[config.mk]
export PLATFORM = sky130hd
export DESIGN_NAME = seg7_display_monitor
export DESIGN_NICKNAME = d
export VERILOG_FILES = /design/src/rtl/seg7_pkg.sv /design/src/rtl/seg7_pattern_decode.sv /design/src/rtl/seg7_display_monitor.sv
export SDC_FILE = /design/constraint.sdc
export NUM_CORES = 1
export LEC_CHECK = 0
export ABC_AREA = 1
export BUFFER_PORTS_ARGS = -buffer_cell sky130_fd_sc_hd__buf_4
export CAP_MARGIN = 40
export CORE_MARGIN = 4
export CORE_UTILIZATION = 50
export CTS_CLUSTER_SIZE = 20
export DETAILED_ROUTE_END_ITERATION = 16
export PLACE_DENSITY_LB_ADDON = 0.2
export SLEW_MARGIN = 20
export SYNTH_ARGS = -nofsm -noshare
export SYNTH_HDL_FRONTEND = slang
export SYNTH_SLANG_ARGS = --single-unit
export TNS_END_PERCENT = 10
[constraint.sdc]
create_clock -name clk -period 1.72 [get_ports clk]
set_clock_uncertainty 0.15 [all_clocks]
set_input_delay 0.086 -clock clk [delete_from_list [all_inputs] [get_ports clk]]
set_output_delay 0.086 -clock clk [all_outputs]
set_load 0.005 [all_outputs]
[src/rtl/seg7_pkg.sv]
// Shared seven-segment definitions: active-low glyph patterns (bit6=a .. bit0=g),
// segment bit positions and the decode result type used by the display monitor.
package seg7_pkg;

  localparam int SEG_A = 6;
  localparam int SEG_B = 5;
  localparam int SEG_C = 4;
  localparam int SEG_D = 3;
  localparam int SEG_E = 2;
  localparam int SEG_F = 1;
  localparam int SEG_G = 0;

  localparam logic [6:0] ZERO_OUT  = 7'b0000001;
  localparam logic [6:0] ONE_OUT   = 7'b1001111;
  localparam logic [6:0] TWO_OUT   = 7'b0010010;
  localparam logic [6:0] THREE_OUT = 7'b0000110;
  localparam logic [6:0] FOUR_OUT  = 7'b1001100;
  localparam logic [6:0] FIVE_OUT  = 7'b0100100;
  localparam logic [6:0] SIX_OUT   = 7'b0100000;
  localparam logic [6:0] SEVEN_OUT = 7'b0001111;
  localparam logic [6:0] EIGHT_OUT = 7'b0000000;
  localparam logic [6:0] NINE_OUT  = 7'b0000100;
  localparam logic [6:0] A_OUT     = 7'b0001000;
  localparam logic [6:0] B_OUT     = 7'b1100000;
  localparam logic [6:0] C_OUT     = 7'b0110001;
  localparam logic [6:0] D_OUT     = 7'b1000010;
  localparam logic [6:0] E_OUT     = 7'b0110000;
  localparam logic [6:0] F_OUT     = 7'b0111000;
  localparam logic [6:0] LEER_OUT  = 7'b1111111;

  typedef struct packed {
    logic       valid;
    logic       blank;
    logic [3:0] nibble;
  } seg7_dec_t;

endpackage

[src/rtl/seg7_pattern_decode.sv]
// Pure table lookup from an active-low segment pattern to {valid, blank, nibble}.
// Undecodable patterns come back with both valid and blank low.
module seg7_pattern_decode
  import seg7_pkg::*;
(
  input  logic [6:0] seg,
  output seg7_dec_t  dec
);

  always_comb begin
    dec = '{valid: 1'b1, blank: 1'b0, nibble: 4'h0};
    case (seg)
      ZERO_OUT:  dec.nibble = 4'h0;
      ONE_OUT:   dec.nibble = 4'h1;
      TWO_OUT:   dec.nibble = 4'h2;
      THREE_OUT: dec.nibble = 4'h3;
      FOUR_OUT:  dec.nibble = 4'h4;
      FIVE_OUT:  dec.nibble = 4'h5;
      SIX_OUT:   dec.nibble = 4'h6;
      SEVEN_OUT: dec.nibble = 4'h7;
      EIGHT_OUT: dec.nibble = 4'h8;
      NINE_OUT:  dec.nibble = 4'h9;
      A_OUT:     dec.nibble = 4'hA;
      B_OUT:     dec.nibble = 4'hB;
      C_OUT:     dec.nibble = 4'hC;
      D_OUT:     dec.nibble = 4'hD;
      E_OUT:     dec.nibble = 4'hE;
      F_OUT:     dec.nibble = 4'hF;
      LEER_OUT: begin
        dec.valid = 1'b0;
        dec.blank = 1'b1;
      end
      default:   dec.valid = 1'b0;
    endcase
  end

endmodule

[src/rtl/seg7_display_monitor.sv]
// Snoops a multiplexed active-low seven-segment bus, filters multiplex transients
// and reconstructs the displayed hex digits with per-digit update and frame pulses.
module seg7_display_monitor
  import seg7_pkg::*;
#(
  parameter  int DIGITS        = 2,
  parameter  int STABLE_CYCLES = 4,
  localparam int IDX_W         = (DIGITS > 1) ? $clog2(DIGITS) : 1
) (
  input  logic                  clk,
  input  logic                  reset_n,
  input  logic [6:0]            seg_i,
  input  logic [DIGITS-1:0]     an_i,
  output logic [4*DIGITS-1:0]   digit_o,
  output logic [DIGITS-1:0]     blank_o,
  output logic [DIGITS-1:0]     err_o,
  output logic                  upd_o,
  output logic [IDX_W-1:0]      upd_idx_o,
  output logic                  frame_o
);

  localparam int               CNT_W    = $clog2(STABLE_CYCLES + 1);
  localparam logic [CNT_W-1:0] CNT_MAX  = CNT_W'(STABLE_CYCLES);
  localparam logic [CNT_W-1:0] CNT_LAST = CNT_W'(STABLE_CYCLES - 1);

  logic [6:0]        seg_q;
  logic [DIGITS-1:0] an_q;
  logic [CNT_W-1:0]  cnt;
  logic [CNT_W-1:0]  cnt_next;
  logic [DIGITS-1:0] mask;
  logic [DIGITS-1:0] mask_set;
  logic [IDX_W-1:0]  idx;
  logic              in_valid;
  logic              same;
  logic              commit;
  logic              frame_hit;
  seg7_dec_t         dec;

  seg7_pattern_decode u_decode (
    .seg (seg_q),
    .dec (dec)
  );

  // Incoming sample is compared against the previous one; seg_q/an_q equal the
  // incoming sample whenever a commit fires, so the decode can use the registered copy.
  always_comb begin
    in_valid = ($countones(~an_i) == 1);
    same     = (seg_i == seg_q) && (an_i == an_q);
    cnt_next = cnt;
    if (!in_valid)
      cnt_next = '0;
    else if (!same)
      cnt_next = CNT_W'(1);
    else if (cnt != CNT_MAX)
      cnt_next = cnt + CNT_W'(1);
    commit = in_valid && same && (cnt == CNT_LAST);
  end

  always_comb begin
    idx = '0;
    for (int i = 0; i < DIGITS; i++)
      if (!an_q[i]) idx = IDX_W'(i);
    mask_set  = mask | (DIGITS'(1) << idx);
    frame_hit = &mask_set;
  end

  always_ff @(posedge clk) begin
    if (!reset_n) begin
      seg_q     <= LEER_OUT;
      an_q      <= '1;
      cnt       <= '0;
      digit_o   <= '0;
      blank_o   <= '1;
      err_o     <= '0;
      upd_o     <= 1'b0;
      upd_idx_o <= '0;
      frame_o   <= 1'b0;
      mask      <= '0;
    end else begin
      seg_q   <= seg_i;
      an_q    <= an_i;
      cnt     <= cnt_next;
      upd_o   <= commit;
      frame_o <= commit && frame_hit;
      if (commit) begin
        upd_idx_o <= idx;
        mask      <= frame_hit ? '0 : mask_set;
        if (dec.valid) begin
          digit_o[4*idx +: 4] <= dec.nibble;
          blank_o[idx]        <= 1'b0;
          err_o[idx]          <= 1'b0;
        end else if (dec.blank) begin
          blank_o[idx] <= 1'b1;
          err_o[idx]   <= 1'b0;
        end else begin
          err_o[idx] <= 1'b1;
        end
      end
    end
  end

endmodule

# After elaboration in Yosys (flattened, before gate mapping)
# Cells that the tools add are included.
# Widths: inputs -> output; s select.
dict set report classes {
  eq_ne 22
  bitwise 7
  n_shift 3
  n_mul 0
  muxes 14
  magnitude_cmp 2
  reduce_logical 13
  div_mod_pow 0
  add_sub_neg 3
}
# operator count
set op_table {}
lappend op_table {{$pmux 4 s15} 1}
lappend op_table {{$eq 7x6->1 const B} 5}
lappend op_table {{$eq 7x7->1 const B} 5}
lappend op_table {{$neg 3->34} 1}
lappend op_table {{$shift 4x34->8 const A} 1}
lappend op_table {{$shiftx 4x34->8} 1}
lappend op_table {{$reduce_or 16->1} 1}
lappend op_table {{$eq 7x3->1 const B} 2}
lappend op_table {{$eq 7x4->1 const B} 2}
lappend op_table {{$mux 2} 5}
lappend op_table {{$bwmux 8} 1}
lappend op_table {{$reduce_and 2->1} 4}
lappend op_table {{$eq 7x1->1 const B} 1}
lappend op_table {{$eq 7x5->1 const B} 1}
lappend op_table {{$eq 7x7->1} 1}
lappend op_table {{$logic_not 7->1} 1}
lappend op_table {{$mux 1} 6}
lappend op_table {{$or 2x2->2} 3}
lappend op_table {{$logic_and 1x1->1} 5}
lappend op_table {{$and 2x2->2} 2}
lappend op_table {{$not 2->2} 2}
lappend op_table {{$add 3x1->3 const B} 1}
lappend op_table {{$eq 3x2->1 const B} 1}
lappend op_table {{$ne 3x3->1 const B} 1}
lappend op_table {{10 further kinds} 10}
dict set report totals {
  output_inout_bits 15
  latch_bits 0
  reg_bits 29
  mem_bits_rw 0
  romBits 0
  n_memories 0
  elab_cells 75
  input_bits 11
}

# Logic depth before layout (Yosys ltp)
# Gate-level depths: netlist of the first run.
dict set report depth {
  ltp_word 9
  depth_mapped 14
  mapped_depth_nobuf 13
}

# By module
# From an unflattened synthesis of the first run, not the netlist that was laid out.
dict set report unflattened {
  hier_cells 265
  hier_area_um2 1692.9
}
# module area_per_inst_um2 seq_area_each_um2 n_inst cells_per_inst
set modules_own_cells {}
lappend modules_own_cells {seg7_display_monitor 1373.8 580.6 1 192}
lappend modules_own_cells {seg7_pattern_decode 319.1 0.0 1 73}

# Worst setup path before layout of the first run
# Ideal clock, no wire load.
dict set report synth_timing {
  path_kind {register to register}
  from {register an_q[1]}
  to {register mask[0]}
  setup_time_ps 116
  required_ps 1454
  path_slack_ps 92
  stages_incl_launch_ff 12
  period_less_slack_ps 1628
  n_path_buf 1
  arrival_time_ps 1362
  path_cell_list {dfxtp_1 > buf_6 > inv_2 > nand2_1 > nand2_1 > nor2_2 > nand2_2 > nor2_4 > nand3_4 > clkinv_4 > o21ai_0 > o211a_1}
}
dict set report synth_between {
  elab_chain_cells 5
  elab_cells_between_ends 9
  classes_between {eq/ne (1); shift (1); mux (2); bitwise (1); reduce/logical (4)}
}
# item line
set synth_rtl {}
lappend synth_rtl {{start, declared} seg7_display_monitor.sv:27} ;# logic [DIGITS-1:0] an_q;
lappend synth_rtl {{start signal, assigned} seg7_display_monitor.sv:81} ;# an_q <= an_i;
lappend synth_rtl {{$mux 1} seg7_display_monitor.sv:62} ;# if (!an_q[i]) idx = IDX_W'(i);
lappend synth_rtl {{$shl 1x1->2} seg7_display_monitor.sv:63} ;# mask_set = mask | (DIGITS'(1) << idx);
lappend synth_rtl {{$or 2x2->2} seg7_display_monitor.sv:63}
lappend synth_rtl {{$reduce_and 2->1} seg7_display_monitor.sv:64} ;# frame_hit = &mask_set;
lappend synth_rtl {{$mux 2} seg7_display_monitor.sv:87} ;# mask <= frame_hit ? '0 : mask_set;
lappend synth_rtl {{end signal, assigned} seg7_display_monitor.sv:87}
lappend synth_rtl {{end, declared} seg7_display_monitor.sv:30} ;# logic [DIGITS-1:0] mask;
# Several ways; a longest one is shown, not always the timed one.
# A chain may end at the register's enable or synchronous reset.

# Final worst setup path of the first run
dict set report layout_timing {
  from {input port seg_i[6]}
  to {register digit_o[7]}
}
dict set report layout_between {
  elab_chain_cells 5
}
# item line
set layout_rtl {}
lappend layout_rtl {{start, declared} seg7_display_monitor.sv:12} ;# input logic [6:0] seg_i,
lappend layout_rtl {{$eq 7x7->1} seg7_display_monitor.sv:48} ;# same = (seg_i == seg_q) && (an_i == an_q);
lappend layout_rtl {{$logic_and 1x1->1} seg7_display_monitor.sv:48}
lappend layout_rtl {{$logic_and 1x1->1 (2 in a row)} seg7_display_monitor.sv:56} ;# commit = in_valid && same && (cnt == CNT_LAST);
lappend layout_rtl {{$reduce_and 2->1 (no source line)} n/a}
lappend layout_rtl {{end signal, assigned by index} seg7_display_monitor.sv:89} ;# digit_o[4*idx +: 4] <= dec.nibble;
lappend layout_rtl {{end, declared} seg7_display_monitor.sv:14} ;# output logic [4*DIGITS-1:0] digit_o,
# Every way passes these cells.

==> impl_metrics.json, run 1 <==
{
  "yosys.area.top_type": "dfxtp_1",
  "ctsHtreeMaxLevel": 2,
  "grt_pass1_wl_um": 6600,
  "grt_pass1_vias": 1581,
  "detail-route-antenna-nets": 0,
  "boundaryPins": 26,
  "gp_congestion": 0.930,
  "stdcell_count": 383,
  "ys_warn_count": 0,
  "async_flop_share_pct": 0,
  "std_cell_rows": 21,
  "post-dp-hpwl_um": 2790,
  "synth_cell_types": 28,
  "worstRegToRegCells": 9,
  "synth_top_area_share_pct": 33.1,
  "startpoint": "seg_i[6]",
  "yosysSeqAreaShare_pct": 33.1,
  "antenna_found_initial": 0,
  "cts_root_buf": "clkbuf_4",
  "regToRegSetupSlack_ns": 0.02,
  "globalRouteMet2Util_pct": 32.9,
  "r2r-start": "seg_q[1]$_SDFF_PN1_",
  "crit_required_ns": 1.80,
  "area_growth_pct": 39.5,
  "dpl.cell_count": 353,
  "post-route-drc-count": 0,
  "fin_nets": 350,
  "period_share_pct": 99.3,
  "dr.first_iter.drc_count": 75,
  "synth_fp_nets": 287,
  "cts_buffers": 5,
  "arrival_ns": 1.79,
  "leakage_nw": 1.24,
  "grt_start_max_net_pins": 24,
  "endpoint_kind": "flop",
  "synth_edf_count": 0,
  "p_per_area_nw_per_um2": 543,
  "core_um2": 3360,
  "setup_viol": 0,
  "fin_hold_ws_ns": 0.308,
  "maxCapViolations": 0,
  "holdCritPathClass": "flop to flop",
  "fmax_ghz": 0.586,
  "post_drt_wl_per_cell_um": 10.4,
  "firstDrtPassIters": 5,
  "status": "complete, no violations",
  "use_met1_pct": 23.1,
  "die_y_um": 67.2,
  "use_met3_pct": 4.16,
  "worstMarginPinSlew_ns": 0.369,
  "path_max_fanout": 7,
  "cts_buffer_depth": 2,
  "dieWidth_um": 67.2,
  "routed_wl_um": 3990,
  "n_fill_cell": 291,
  "synth-main-ff-cell": "dfxtp_1",
  "worstSetupPathType": "primary input to flop",
  "die-area_um2": 4520,
  "vias": 1779,
  "busiest_layer": "met2",
  "synthTopCellsByArea": "dfxtp_1 33%, nand2_1 18%, nor2_1 9.2%, inv_1 8.1%, nand3_1 4.3%",
  "hold_depth": 2,
  "finalWorstPathRequiredPeriod_ns": 1.71,
  "power_mw": 1.33,
  "initial_core_util_pct": 52.2,
  "synth_area_um2": 1750,
  "routed_via_density": 4.64,
  "cp-start-kind": "primary input",
  "drive_gt1_share_pct": 34.1,
  "relSlewSlack_pct": 75.2,
  "finalHoldViolations": 0,
  "multi_input_comb_area_um2": 1050,
  "tritoncts": "built",
  "avgSynthCellArea_um2": 6.43,
  "r2r-end": "digit_o[7]$_SDFFE_PN0P_",
  "port_buffers": 25,
  "cts_sinks": 29,
  "grt_overflow": 0,
  "seq_area_um2": 606,
  "clk_latency_ns": 0.34,
  "final_max_slew_viol_count": 0,
  "ys_ff_latch": 29,
  "diodes": 0,
  "clk_pin_slew_ns": 0.10,
  "rsz0062_at_grt": "true",
  "grt_use_total_pct": 19.1,
  "syn_inst": 273,
  "ir_worst_vdd_mv": 0.340
}
[cells in the final DEF (no fill, tap or decap), drive strengths merged]
cell type    netlist  final
dfxtp             29     29
xor2               1      1
or2                1      1
clkbuf             0      5
xnor2              2      2
dlygate4sd3        0     18
nor2              53     53
a21oi              5      5
nand4              9      9
o21ai              7      7
nand3             18     18
buf                3     41
nor3               4      4
clkinvlp           0      1
ha                 3      3
o211a              2      2
clkinv             2      2
nand2             90     90
inv               44     46
[power breakdown]
part / leakage, nW / switching [mW] / internal (mW)
clock network: 0.0310 / 0.270 / 0.154
logic: 0.972 / 0.110 / 0.0934
registers: 0.237 / 0.0199 / 0.681
[logic make-up after synthesis]
family,synth area share [%]
flip-flops,33.1
adder cells (fa/ha/maj),2.14
buffers and inverters,11.6
AO/OA/AOI/OAI,4.56
XOR/XNOR,1.50
AND/OR/NAND/NOR,47.1
[cell type report]
type	count	share of cell area, %
Multi-Input combinational cell	195	43.0
Sequential cell	29	24.7
Timing Repair Buffer	59	20.1
Inverter	46	7.57
Tap cell	46	2.35
Clock buffer	5	1.53
Clock inverter	3	0.716
[Yosys cell counts (3+ instances only)]
library cell and instances:
a21oi_1 5, nor2_2 5, nor2_1 43, nor2_4 4
nand4_1 9, o21ai_0 5, inv_2 6, inv_1 38
nor3_1 3, nand2_1 85, nand2_2 3, dfxtp_1 29
nand3_1 15, ha_1 3
[critical path, cell delays in order]
cell           delay, ns
dlygate4sd3_1       0.54
buf_4               0.11
inv_1               0.04
nand2_1             0.06
nand2_2             0.05
nor2_2              0.11
nand2_2             0.07
nor2_4              0.14
nand3_4             0.17
nor2_8              0.21
nand2_4             0.08
nand2_1             0.06
a21oi_1             0.06
[through the flow]
step	TNS [ns]	area [um2]	utilization [%]	worst slack, ns
after floorplan	0	1750	-	0.0922
after global placement	-0.0122	2060	61.3	-0.00809
after detailed placement	-0.0525	2060	61.3	-0.0162
after CTS	-0.00162	2300	68.5	-0.00162
after global routing	-0.927	2450	72.8	-0.103
final	0	2450	72.8	0.0128
[per-layer routing]
metal / share of wire (%) / vias up
li1: - / 969
met1: 44 / 760
met2: 49 / 41
met3: 4.6 / 9
met4: 1.4 / 0
met5: 0 / -
[how the worst max path moves through the flow]
| stage | to | cells past startpoint |
|---|---|---|
| floorplan | mask[0]$_SDFFE_PN0P_ | 11 |
| global placement | digit_o[1]$_SDFFE_PN0P_ | 10 |
| detailed placement | mask[0]$_SDFFE_PN0P_ | 8 |
| CTS | digit_o[1]$_SDFFE_PN0P_ | 11 |
| global route | digit_o[2]$_SDFFE_PN0P_ | 11 |
| finish | digit_o[7]$_SDFFE_PN0P_ | 13 |
[repair_timing]
item	4_1_cts	5_1_grt
hold buffers	18	0
setup buffers	0	4
resized for setup	4	48
pin swaps	0	21
endpoints found under the hold margin	22	0
endpoints found under the setup margin	13	15
Power figures use the tool's default switching activity.
==> run 2: changes to the inputs <==
Settings changed: CORE_UTILIZATION 50 to 36.
Clock period 1.72 ns to 1.65 ns, I/O delays scaled along.
==> impl_metrics.json, run 2 (synthesis gave the netlist of run 1 again) <==
{
  "relSlewSlack_pct": 83.0,
  "post_drt_wl_per_cell_um": 10.1,
  "maxCapViolations": 0,
  "pre_cts_ws_ns": -0.114,
  "hold_depth": 3,
  "power_mw": 1.71,
  "diodes": 0,
  "grt_start_max_net_pins": 23,
  "crit_chain": "buf_6 > nand3_4 > nor2_1 > nor2_1 > nand2_2 > nor2_4 > nand3_2 > nand2_2 > nand3_1 > nand2_1 > inv_1",
  "die_y_um": 77.8,
  "grt_overflow": 0,
  "gp_congestion": 0.845,
  "finalHoldViolations": 0,
  "cts_sinks": 29,
  "n_fill_cell": 452,
  "detail-route-antenna-nets": 0,
  "placed_area_um2": 2180,
  "boundaryPins": 26,
  "dr.first_iter.drc_count": 54,
  "finalWorstPathRequiredPeriod_ns": 1.66,
  "leakage_nw": 1.34,
  "rsz0062_at_grt": "true",
  "cts_root_buf": "clkbuf_8",
  "vias": 1841,
  "violations": "negative setup slack",
  "fin_util_pct": 54.6,
  "drive_gt1_share_pct": 37.5,
  "dr_wl_met3_um": 141,
  "port_buffers": 25,
  "firstDrtPassIters": 5,
  "final_max_slew_viol_count": 0,
  "grt_use_total_pct": 15.8,
  "wl_met1_um": 1850,
  "post-dp-hpwl_um": 3100,
  "clk_pin_slew_ns": 0.06,
  "endpoint_kind": "flop",
  "fin_nets": 354,
  "path_max_fanout": 4,
  "dr_wl_met2_um": 2060,
  "cpMaxStageDelayCell": "dfxtp_4",
  "final_cell_mix": "75 x nand2_1, 52 x buf_4, 33 x inv_1, 33 x nor2_1, 22 x dfxtp_1",
  "design_area_um2": 2580,
  "worstMarginPinSlew_ns": 0.255,
  "period_share_pct": 100,
  "holdPathEnd": "digit_o[6]$_SDFFE_PN0P_",
  "top_layer": "met4",
  "status": "complete, but fails checks",
  "routed_via_density": 4.51,
  "tritoncts": "built",
  "ctsHtreeMaxLevel": 2,
  "setup_ws_ns": -0.00693,
  "die-area_um2": 6050,
  "clk_latency_ns": 0.27,
  "antenna_found_initial": 0,
  "cts_buffer_depth": 2,
  "fmax_ghz": 0.604,
  "hp-start": "reset_n",
  "std_cell_rows": 25,
  "crit_required_ns": 1.68,
  "routed_wl_um": 4120,
  "cts_buffers": 5,
  "grt_pass1_vias": 1900,
  "post-route-drc-count": 0,
  "holdCritPathClass": "primary input to flop",
  "p_per_area_nw_per_um2": 664,
  "layout_commonest_cell": "nand2_1",
  "critical_path.max_stage_delay_ns": 0.36,
  "worstSetupPathType": "flop to flop",
  "cp-start-kind": "flop",
  "regToRegSetupSlack_ns": -0.007,
  "core_um2": 4720,
  "initial_core_util_pct": 37.1,
  "grt_pass1_wl_um": 7820,
  "setup_viol": 4,
  "dieWidth_um": 77.8,
  "r2r-start": "seg_q[5]$_SDFF_PN1_",
  "ir_worst_vdd_mv": 0.638,
  "worstRegToRegCells": 11,
  "area_growth_pct": 47.1,
  "arrival_ns": 1.69
}
[run 2: changes by cell type in the layout (fill, tap and decap cells not counted), moves of 2 or more]
cell           change
buf_4             +12
clkbuf_4           -5
clkbuf_8           +6
clkinv_2           -2
dfxtp_4            -2
dlygate4sd3_1      -9
nand2_1            +4
nand2_2            -7
nand2_4            +3
nand3_1            -2
nand3_2            +2
xnor2_1            -2
xnor2_2            +2
[run 2: how the worst max path moves through the flow]
stage                              endpoint           startpoint  slack [ns]  depth (start not counted)
floorplan              mask[0]$_SDFFE_PN0P_   an_q[1]$_SDFF_PN1_        0.02                         11
global placement                       flop  seg_q[0]$_SDFF_PN1_       -0.13                         11
detailed placement                     flop  seg_q[0]$_SDFF_PN1_       -0.11                         11
CTS                 digit_o[1]$_SDFFE_PN0P_  seg_q[1]$_SDFF_PN1_      -0.006                         12
global route        digit_o[1]$_SDFFE_PN0P_  seg_q[2]$_SDFF_PN1_       -0.16                         11
finish                                 flop  seg_q[5]$_SDFF_PN1_      -0.007                         11
[run 2: layout make-up]
type                    instances  area, um2  area share (%)
clock buffers                   7       86.3            3.35
clock inverters                 1       30.0            1.16
inverters                      46        185            7.18
multi-input cells             195       1090            42.3
flip-flops and latches         29        599            23.2
well taps                      67       83.8            3.25
repair buffers                 63        503            19.5
[run 2: power breakdown]
group          switching (mW)  internal, mW  leakage, nW
Sequential             0.0204         0.713        0.236
Clock                   0.264         0.492       0.0585
Combinational           0.122         0.104         1.05
[run 2: worst max-delay path: cells and delay by family, from the launching register on]
kind                   cells  cell delay (ns)
DFF                        1             0.36
buffers and inverters      2             0.16
and+or+nand+nor            9             0.88
[run 2: per-stage QoR]
step,setup TNS (ns),hold slack (ns),instances
after floorplan,0,0.0291,273
after global placement,-1.10,0.129,386
after detailed placement,-1.07,0.131,386
after CTS,-0.00738,0.0149,408
after global routing,-1.85,0.0534,408
final,-0.0162,0.0266,408
[run 2: repair_timing]
item,in CTS,in global routing
pin swaps,19,11
hold buffers,9,0
hold endpoints to repair,9,0
gates cloned,0,0
resized for setup,41,15
setup endpoints to repair,16,17
buffers inserted,5,0
[run 2: routing by layer]
| layer | vias to the layer above | GRT usage, % |
|---|---|---|
| met5 | - | 0 |
| met1 | 837 | 18.2 |
| met3 | 6 | 3.25 |
| li1 | 976 | - |
| met4 | 0 | 5.34 |
| met2 | 22 | 28.8 |
==> run 3: changes to the inputs <==
Clock period 1.65 ns to 2 ns, I/O delays scaled along.
==> impl_metrics.json, run 3 (synthesis gave the netlist of run 1 again) <==
{
  "period_share_pct": 90.3,
  "dieWidth_um": 77.8,
  "tritoncts": "built",
  "routed_via_density": 4.39,
  "stdcell_count": 388,
  "wl_met1_um": 1920,
  "final_cell_mix": "85 x nand2_1, 43 x nor2_1, 38 x inv_1, 26 x dfxtp_1, 26 x buf_4",
  "grt_pass1_wl_um": 7140,
  "path_max_fanout": 6,
  "grt_use_total_pct": 14.6,
  "endpoint_kind": "flop",
  "cts_buffer_depth": 2,
  "fin_hold_ws_ns": 0.0180,
  "std_cell_rows": 25,
  "setup_ws_ns": 0.195,
  "post_cts_buffers": 0,
  "worstRegToRegCells": 11,
  "grt_pass1_vias": 1663,
  "fin_util_pct": 48.6,
  "cts_root_buf": "clkbuf_8",
  "detail-route-antenna-nets": 0,
  "maxCapViolations": 0,
  "design_area_um2": 2300,
  "diodes": 0,
  "p_per_area_nw_per_um2": 604,
  "dr.first_iter.drc_count": 69,
  "rsz0062_at_grt": "false",
  "worstMarginPinSlew_ns": 0.313,
  "hp-start": "reset_n",
  "fin_nets": 334,
  "status": "complete, no violations",
  "initial_core_util_pct": 37.1,
  "cp-start-kind": "flop",
  "port_buffers": 25,
  "grt_start_max_net_pins": 24,
  "ctsHtreeMaxLevel": 2,
  "firstDrtPassIters": 4,
  "dpl.cell_count": 363,
  "setup_viol": 0,
  "r2r-start": "seg_q[5]$_SDFF_PN1_",
  "clk_pin_slew_ns": 0.07,
  "finalHoldViolations": 0,
  "die_y_um": 77.8,
  "vias": 1702,
  "dr_wl_met3_um": 102,
  "post_drt_wl_per_cell_um": 10.1,
  "worstSetupPathType": "flop to flop",
  "arrival_ns": 1.83,
  "placed_area_um2": 2010,
  "routed_wl_um": 3940,
  "cts_buffers": 5,
  "pre_cts_ws_ns": 0.106,
  "grt_overflow": 0,
  "drive_gt1_share_pct": 19.6,
  "antenna_found_initial": 0,
  "relSlewSlack_pct": 78.9,
  "top_layer": "met4",
  "gp_congestion": 0.903,
  "n_fill_cell": 487,
  "area_growth_pct": 31.0,
  "core_um2": 4720,
  "ir_worst_vdd_mv": 0.394,
  "fmax_ghz": 0.554,
  "hold_depth": 2,
  "layout_commonest_cell": "nand2_1",
  "dr_wl_met2_um": 1870,
  "boundaryPins": 26,
  "crit_required_ns": 2.03,
  "final_max_slew_viol_count": 0,
  "holdCritPathClass": "primary input to flop",
  "power_mw": 1.39,
  "tns_ns": 0,
  "finalWorstPathRequiredPeriod_ns": 1.81,
  "post-route-drc-count": 0,
  "leakage_nw": 1.18,
  "startpoint": "seg_q[5]$_SDFF_PN1_",
  "cts_sinks": 29,
  "die-area_um2": 6050,
  "post-dp-hpwl_um": 3000,
  "clk_latency_ns": 0.28
}
## run 3: changes by cell type in the layout (fill, tap and decap cells not counted), moves of 4 or more
| cell | change |
|---|---|
| buf_4 | -26 |
| nand2_1 | +10 |
| nand2_2 | -7 |
| nor2_1 | +10 |
| dfxtp_4 | -4 |
| nor2_2 | -8 |
| inv_1 | +5 |
| nand3_1 | +4 |
| dlygate4sd3_1 | +8 |
| dfxtp_1 | +4 |
## run 3: layout make-up
type / count / area [um2] / area share (%)
Timing Repair Buffer: 43 / 365 / 15.9
Sequential cell: 29 / 584 / 25.4
Multi-Input combinational cell: 195 / 970 / 42.2
Tap cell: 67 / 83.8 / 3.65
Inverter: 46 / 178 / 7.73
Clock inverter: 1 / 30.0 / 1.31
Clock buffer: 7 / 86.3 / 3.76
## run 3: what timing repair did
item,CTS,global route
hold endpoints to repair,9,0
hold buffers,17,0
setup endpoints to repair,0,10
gates resized for setup,0,3
## run 3: final timing paths
| kind | to | slack [ns] |
|---|---|---|
| min reg2reg | flop | 0.29 |
| max | flop | 0.19 |
| min | flop | 0.02 |
| max reg2reg | flop | 0.19 |
## run 3: routing by layer
metal / GRT usage (%) / vias to the layer above
met5: 0 / -
met4: 5.52 / 0
met3: 3.36 / 6
met2: 23.8 / 20
met1: 18.6 / 741
li1: - / 935
## run 3: critical path, stage by stage (launching register included)
cell	delay (ns)
dfxtp_1	0.45
nor2_1	0.11
nand2_1	0.13
nor2_1	0.06
nor2_1	0.14
nand2_2	0.11
nor2_4	0.17
nand3_1	0.12
nand2_1	0.10
nand3_1	0.06
nand2_1	0.07
inv_1	0.04
## run 3: where the power goes
group / internal, mW / switching [mW] / leakage (nW)
sequential: 0.590 / 0.0158 / 0.236
combinational: 0.0662 / 0.0820 / 0.887
clock: 0.406 / 0.229 / 0.0585
